$ cat src/rtl/inst_sram_bridge64.sv
// rtl/inst_sram_bridge64.sv - 64-bit fetch line bridge over a 32-bit SRAM-like read port
// Optional one-line reuse buffer enabled by defining INST_BRIDGE_LINE_BUF_EN.
module inst_sram_bridge64 (
  input  logic        clk,
  input  logic        resetn,
  input  logic        inst_req,
  input  logic [31:0] inst_addr,
  output logic        inst_addr_ok,
  output logic        inst_data_ok,
  output logic [63:0] inst_rdata,
  input  logic        flush,
  input  logic        line_inv,
  output logic        mem_req,
  output logic [31:0] mem_addr,
  input  logic        mem_addr_ok,
  input  logic        mem_data_ok,
  input  logic [31:0] mem_rdata
);

  typedef enum logic [2:0] {
    IDLE    = 3'd0,
    LO_REQ  = 3'd1,
    LO_WAIT = 3'd2,
    HI_REQ  = 3'd3,
    HI_WAIT = 3'd4,
    RESP    = 3'd5
  } state_t;

  state_t      state, state_d;
  logic        cancel, cancel_d;
  logic [28:0] line;
  logic        accept;
  logic        buf_hit;
  logic        hi_done;
  logic        unused_bits;

`ifdef INST_BRIDGE_LINE_BUF_EN
  logic        buf_valid;
  logic [28:0] buf_tag;
  logic [63:0] buf_data;

  assign buf_hit     = buf_valid && (buf_tag == inst_addr[31:3]);
  assign unused_bits = ^inst_addr[2:0];
`else
  assign buf_hit     = 1'b0;
  assign unused_bits = ^{line_inv, inst_addr[2:0]};
`endif

  assign hi_done = (state == HI_WAIT) && mem_data_ok;

  always_comb begin
    state_d      = state;
    inst_addr_ok = 1'b0;
    inst_data_ok = 1'b0;
    mem_req      = 1'b0;
    mem_addr     = 32'd0;
    accept       = 1'b0;
    case (state)
      IDLE: begin
        inst_addr_ok = !flush;
        if (inst_req && !flush) begin
          accept  = 1'b1;
          state_d = buf_hit ? RESP : LO_REQ;
        end
      end
      LO_REQ: begin
        mem_req  = 1'b1;
        mem_addr = {line, 3'b000};
        if (mem_addr_ok) state_d = LO_WAIT;
      end
      LO_WAIT: begin
        if (mem_data_ok) state_d = HI_REQ;
      end
      HI_REQ: begin
        mem_req  = 1'b1;
        mem_addr = {line, 3'b100};
        if (mem_addr_ok) state_d = HI_WAIT;
      end
      HI_WAIT: begin
        if (mem_data_ok) state_d = RESP;
      end
      RESP: begin
        inst_data_ok = !cancel && !flush;
        state_d      = IDLE;
      end
      default: state_d = IDLE;
    endcase

    // A cancelled fetch still drains its memory reads; only the strobe is lost.
    if (state_d == IDLE)
      cancel_d = 1'b0;
    else if (flush && (state != IDLE))
      cancel_d = 1'b1;
    else
      cancel_d = cancel;
  end

  always_ff @(posedge clk or negedge resetn) begin
    if (!resetn) begin
      state      <= IDLE;
      cancel     <= 1'b0;
      line       <= 29'd0;
      inst_rdata <= 64'd0;
    end else begin
      state  <= state_d;
      cancel <= cancel_d;
      if (accept) line <= inst_addr[31:3];
      if ((state == LO_WAIT) && mem_data_ok) inst_rdata[63:32] <= mem_rdata;
      if (hi_done) inst_rdata[31:0] <= mem_rdata;
`ifdef INST_BRIDGE_LINE_BUF_EN
      if (accept && buf_hit) inst_rdata <= buf_data;
`endif
    end
  end

`ifdef INST_BRIDGE_LINE_BUF_EN
  // Invalidation takes priority over a fill landing in the same cycle.
  always_ff @(posedge clk or negedge resetn) begin
    if (!resetn) begin
      buf_valid <= 1'b0;
      buf_tag   <= 29'd0;
      buf_data  <= 64'd0;
    end else if (line_inv) begin
      buf_valid <= 1'b0;
    end else if (hi_done) begin
      buf_valid <= 1'b1;
      buf_tag   <= line;
      buf_data  <= {inst_rdata[63:32], mem_rdata};
    end
  end
`endif

endmodule

$ cat config.mk
export PLATFORM = sky130hd
export DESIGN_NAME = inst_sram_bridge64
export DESIGN_NICKNAME = d
export VERILOG_FILES = /design/src/rtl/inst_sram_bridge64.sv
export SDC_FILE = /design/constraint.sdc
export NUM_CORES = 1
export LEC_CHECK = 0
export CAP_MARGIN = 20
export CORE_ASPECT_RATIO = 0.7
export CORE_MARGIN = 3
export CORE_UTILIZATION = 40
export DETAILED_ROUTE_END_ITERATION = 16
export DONT_BUFFER_PORTS = 1
export PLACE_DENSITY = 0.64
export REMOVE_ABC_BUFFERS = 1
export SYNTH_ARGS = -nofsm -noshare
export SYNTH_HDL_FRONTEND = slang
export SYNTH_SLANG_ARGS = --single-unit
$ cat constraint.sdc
create_clock -name clk -period 1.8 [get_ports clk]
set_input_delay 0.36 -clock clk [delete_from_list [all_inputs] [get_ports clk]]
set_output_delay 0.36 -clock clk [all_outputs]
set_load 0.05 [all_outputs]
* Yosys cells after proc, flatten, opt, wreduce, memory -nomap -nowiden *
Cells that the tools add are included.

storage, ports and cells
  register bits = 97
  input bits = 71
  output and inout port bits = 99
  word-level logic and storage cells = 36

operators by class
  eq/ne operators = 5
  mux-type cells = 14
  reduce and logical (&&, ||, !) cells = 12

operators with widths
  kind                                                  number
  case mux 32 bit (2 select lines)                      1
  two-way mux 3 bit                                     5
  case mux 3 bit (5 select lines)                       1
  two-way mux 1 bit                                     7
  equality test 3 x 2 -> 1 bit (second input constant)  2
  equality test 3 bit (second input constant)           2
  logical NOT 3 bit                                     2
  logical AND 1 bit                                     5
  equality test 3 x 1 -> 1 bit (second input constant)  1
  nonzero test 3 bit                                    1
  logical NOT 1 bit                                     2
  nonzero test 2 bit                                    1
  OR reduction 2 bit                                    1

* Logic depth before layout (Yosys ltp) *
Gate-level depths: netlist (run 1).

  depth after elaboration = 6
  depth in mapped cells = 5
  depth with buffers taken out = 3

* Worst setup path after synthesis (run 1) *
No wires, ideal clock.

  path type = reg2out
  from = reg state[1]
  to = out inst_addr_ok
  arrival time = 2.066 ns
  required time = 1.440 ns
  setup slack = -0.626 ns
  stages on the path, launching flop included = 3
  buffers on the path = 1
  path through = dfrtp_1 > buf_4 > nor4_1

on the way
  cells in the longest elaborated chain, start to end = 2

RTL lines
  item                    RTL line  source
  from (decl)             29        state_t state, state_d;
  from (signal assigned)  105       state <= state_d;
  logical NOT 3 bit       58        case (state)
  two-way mux 1 bit       58
  to (decl)               8         output logic inst_addr_ok,

No other way between the ends.

* Worst setup path after layout (run 1) *
  from = reg state[2]
  to = out mem_addr[9]

on the way
  cells in the longest elaborated chain, start to end = 2
  elaborated cells between the ends (all ways) = 3
  those cells by class = 2 x eq/ne; 1 x mux

RTL lines
  item                                                                          RTL line  source
  equality test 3 x 2 -> 1 bit or equality test 3 x 1 -> 1 bit (tied branches)  58
  case mux 32 bit (2 select lines) (*)                                          58
  to (decl)                                                                     14        output logic [31:0] mem_addr,

Mark *: on every way between the ends. The rest lies on a longest branch, timed or not.

==> results of run 1 <==
[flip-flops by register name (all words and copies together) (netlist names)]
register,cells
line,29
cancel,1
inst_rdata,64
state,3
[repair_timing]
action                                  in CTS  in global routing
pin swaps                                    0                  0
gates cloned                                 0                  0
resized for setup                            6                  9
buffers inserted                             2                  1
endpoints found under the hold margin       97                 97
endpoints found under the setup margin      32                 28
[stage by stage]
stage	hold slack, ps	TNS (ps)	area, um2	setup WS, ps
floorplan	64.4	-38350	3950	-1070
global placement	66.5	0	4880	167
detailed placement	66.8	0	4880	157
CTS	-302	-0.571	5250	-0.571
global route	-308	-973	5290	-56.9
finish	-278	0	5290	28.3
[layer usage]
layer / share of wire, % / global-route usage [%]
met4: 1.2 / 4.73
met5: 0 / 0
met2: 53 / 24.6
met1: 38 / 16.7
met3: 8.5 / 5.85
[cells in the mapped netlist, drive strengths merged]
cell / n / share of area (%)
nor4: 1 / 0.15
nor2: 2 / 0.18
nand2: 3 / 0.40
and2: 30 / 4.6
dfrtp: 97 / 59
mux2: 93 / 28
o21a: 2 / 0.37
a21oi: 1 / 0.12
and4b: 1 / 0.24
conb: 1 / 0.091
a31o: 1 / 0.21
xor2: 2 / 0.43
nor3: 3 / 0.91
clkbuf: 3 / 0.30
buf: 15 / 3.6
o21ai: 1 / 0.12
and4bb: 1 / 0.30
nor3b: 1 / 0.18
nor2b: 3 / 0.46
[worst max path at each step]
stage / to / slack, ps
6_report: mem_addr[9] / 30
5_1_grt: mem_addr[28] / -60
4_1_cts: mem_addr[9] / -0.6
3_5_place_dp: mem_addr[15] / 160
3_3_place_gp: mem_addr[12] / 170
2_1_floorplan: mem_addr[10] / -1070
[cells by family (layout without fill, tap and decap cells)]
kind of cell	after synthesis	in the layout	synth area share, %
AO/OA/AOI/OAI	5	5	0.823
other	1	2	0.0914
buffers and inverters	18	62	3.90
multiplexers	93	93	28.2
flip-flops	97	97	59.2
AND/OR/NAND/NOR	45	45	7.41
XOR/XNOR	2	2	0.427
[area by class of cell]
| class | instances | area (um2) |
|---|---|---|
| clock inverters | 6 | 105 |
| flip-flops and latches | 97 | 2430 |
| fillers | 800 | 4550 |
| repair buffers | 46 | 787 |
| well taps | 128 | 160 |
| multi-input cells | 147 | 1560 |
| clock buffers | 10 | 239 |
==> run metrics, run 1 <==
post-layout util 53.8%; row cnt 30; maximum clock path buffer count 2; Critical Path Slowest Stage Cell dfrtp_2; most frequent cells in the layout 94 x dfrtp_1, 61 x mux2_2, 35 x buf_12; worst hold path type in2async; cell count after synthesis 261; H-tree Lvls 3; most common cell after layout, fill and taps aside dfrtp_1; endpoints failing hold 97; CTS tree done; initial DRC count 73; initial antenna violation count 0; max incr delay on CP 440 ps; RSZ-0062 raised after global routing true; first-pass GRT wire length 13000 um; yosys warns 0; mapped cell area ~4000 um2; Netlist cell types 26; diode count 0; outcome finished, violations left; vias in the first global route 2364; IO Count 170; crit path buf inv count 2; register area share after synthesis between 50% and 60%; Core ar. 9830 um2; Die H between 90 and 100 um; clk root buf clkbuf_16; RR Startpoint state[0]; Final Hold Slack -278 ps; placed cells 415; quantity of I/O buffers inserted on ports 0; Final min period approximately 1800 ps; maximum fanout along the worst path 26; area grow syn2layout 28.9%; setup slack, reg-to-reg 100 ps; initial core utilization 41.7%; largest net degree at the start of global routing 98; DRC 0; final wirelength 8080 um; Total GRT Usage 14.5%; critical path data required time ~1400 ps; worst setup path startpoint state[2]; Die Width 127 um; Slew HR 66.5%; Tightest Pin Transition about 500 ps; hpwl dp 5730 um; Startpoint Class flop; CTS buffer count 9; R2R Path End inst_rdata[44]; CP Data Arrival Time 1410 ps; synthesized area per cell 15.7 um2; grt total ovfl 0; die footprint around 12000 um2; Final Non-Filler Cells approximately 430; clk_lat worst skew between 300 and 400 ps; total of max-cap violations 0; wire length per cell 18.6 um; via count 2166; Crit path max-delay family flip-flops; crit-path most repeated cell buf_12; FF+latch count, synth 97; Final Max Tran Viols 0; critical path depth 4; Final Skew 7.47 ps; Final #Nets 372; crit share post-route 98.4%; Setup Crit Path Kind reg2out; post-route ant nets 0; clk sinks 97; FMAX 564 MHz; Reg clk slew, reported paths 70 ps; endpoint class of the critical path output port; Pre-antenna DRT Iters 3; crit-path cells nor2b_4 -> buf_12 -> and2_1 -> buf_12; vias per cell 4.99; r2r worst-path depth 5; share of layout cells above drive strength 1 56.2%; failing checks hold timing; endpoints failing setup 0; routability cong. 0.734
Power of run 1 is not shown: default switching activity piles up to over one toggle a cycle in this logic, so the estimate is an artifact.
==> run 2: changes to the inputs <==
SLEW_MARGIN = 40   (was not set)
==> results of run 2 <==
Same layout as run 1: the final DEF is identical, and so are final timing and power.
Power of run 2 is left out for the same reason.
==> run 3: changes to the inputs <==
CORE_UTILIZATION = 60   (was 40)
PLACE_DENSITY = 0.86   (was 0.64)
==> run 3 against run 2 <==
Hold slack worse by 22 ps. Die area is 32% lower. Via count is 1.6% higher. The run ends with hold timing, setup timing left. Global-route usage is 8.8 points higher. Critical endpoint is now mem_addr[27]. Routed wire length is 11% higher. Cell count is 8.8% lower.
==> run metrics, run 3 (same netlist as run 1, synthesis figures left out) <==
die footprint 7880 um2 (-32%); endpoints failing setup 22 (+22); most common cell after layout, fill and taps aside dfrtp_1; routability cong. 0.739 (+0.78%); post-route ant nets 0 (unchanged); Final Max Tran Viols 0 (unchanged); diode count 0 (unchanged); register area 2430 um2 (unchanged); Largest regs inst_rdata (64), line (29), state (3); FMAX 544 MHz (-3.7%); initial DRC count 134 (+84%); setup slack, reg-to-reg 80 ps (-20 ps); vias per cell 5.56 (+11%); worst hold path type in2async; vias in the first global route 2516 (+6.4%); area of the multi-input gates 1570 um2 (+0.64%); critical path data required time 1440 ps (about the same); wire length per cell 22.6 um (+22%); Die H 75.2 um (-17%); largest net degree at the start of global routing 98 (unchanged); CTS buffer count 9 (unchanged); Total GRT Usage 23.3% (+8.8 points); Die Width 105 um (-17%); share of layout cells above drive strength 1 57.4% (+1.2 points); Pre-antenna DRT Iters 4 (+1); initial antenna violation count 0 (unchanged); Tightest Pin Transition 518 ps (+15.5 ps); max reg flops 64 (unchanged); Final Worst Setup Slack -39.4 ps (-67.7 ps); maximum clock path buffer count 2 (unchanged); Final Hold Slack -299 ps (-21.6 ps); FILL cells 362 (-55%); area grow syn2layout 24.2%; H-tree Lvls 3 (unchanged); final wirelength 8970 um (+11%); Sum Neg Setup Slack -500 ps (-500 ps); Final Non-Filler Cells 396 (-8.8%); failing checks hold timing, setup timing; Reg clk slew, reported paths 90 ps (+20 ps); Core ar. 6430 um2 (-35%); Final #Nets 372 (unchanged); pre-CTS WS 61.1 ps (-95.9 ps); crit share post-route 102% (+3.8 points); DRC 0 (unchanged); Final min period 1840 ps (+67.7 ps); maximum fanout along the worst path 31 (+19%); Startpoint Class flop; CTS tree done; CP Data Arrival Time 1480 ps (+70 ps); row cnt 24 (-20%); quantity of I/O buffers inserted on ports 0 (unchanged); Setup Crit Path Kind reg2out; first-pass GRT wire length 13700 um (+5.9%); endpoints failing hold 97 (unchanged); outcome finished, violations left; grt total ovfl 0 (unchanged); clk sinks 97 (unchanged); Final Skew 7.39 ps (-0.0812 ps); IO Count 170 (unchanged); placed cells 378 (-8.9%); hpwl dp 6510 um (+13%); register bank with the most flops inst_rdata; clk root buf clkbuf_8; most frequent cells in the layout 94 x dfrtp_1, 61 x mux2_2, 33 x buf_12; total of max-cap violations 0 (unchanged); initial core utilization 63.8% (+22 points); endpoint class of the critical path output port; clk_lat worst skew 340 ps (about the same); RSZ-0062 raised after global routing true; Slew HR 65.5% (-1.0 points); via count 2201 (+1.6%)
[run 3: changes by cell type in the layout (fill, tap and decap cells not counted), sizes merged]
| cell | delta |
|---|---|
| clkinv | -2 |
| bufinv | -1 |
| clkinvlp | +1 |
| clkbuf | -1 |
| inv | +2 |
[run 3: final timing paths]
check	from	end	cells after the start
setup / recovery	state[2]	mem_addr[27]	4
hold / removal	resetn	line[16]	0
setup reg to reg	state[2]	inst_rdata[42]	4
hold reg to reg	line[1]	line[1]	1
max in group asynchronous	resetn	state[0]	0
min in group clk	mem_rdata[7]	inst_rdata[7]	1
[run 3: final cells by class]
| cell class | count | area share, % |
|---|---|---|
| sequential | 97 | 47.7 |
| multi-input combinational | 147 | 30.9 |
| timing repair buffer | 46 | 15.0 |
| clock buffer | 9 | 2.43 |
| tap | 91 | 2.23 |
| clock inverter | 6 | 1.77 |
[run 3: worst max-delay path, stage by stage (launching register included)]
cell,delay [ps]
dfrtp_2,440
nor2b_4,150
buf_12,180
and2_1,190
buf_12,150
[run 3: layer usage]
layer	vias up	routed length (um)	track usage, %
met1	1126	3120	24.6
met4	0	209	10.3
met5	-	0	0
met2	96	4950	42.7
met3	17	681	8.83
li1	962	-	-
[run 3: through the flow]
stage | util, % | instance area, um2 | hold WS (ps)
2_1_floorplan | - | 3950 | 64.4
5_1_grt | 79.3 | 5090 | -329
4_1_cts | 79.2 | 5090 | -325
3_5_place_dp | 74.8 | 4800 | 66.8
3_3_place_gp | 74.8 | 4800 | 66.3
6_report | 79.3 | 5090 | -299
[run 3: timing repair]
action	CTS	global route
gates resized for setup	16	3
buffers inserted	4	0
gates cloned	0	0
setup endpoints to repair	33	31
pin swaps	2	3
hold endpoints to repair	97	97
Power of run 3 is left out for the same reason.
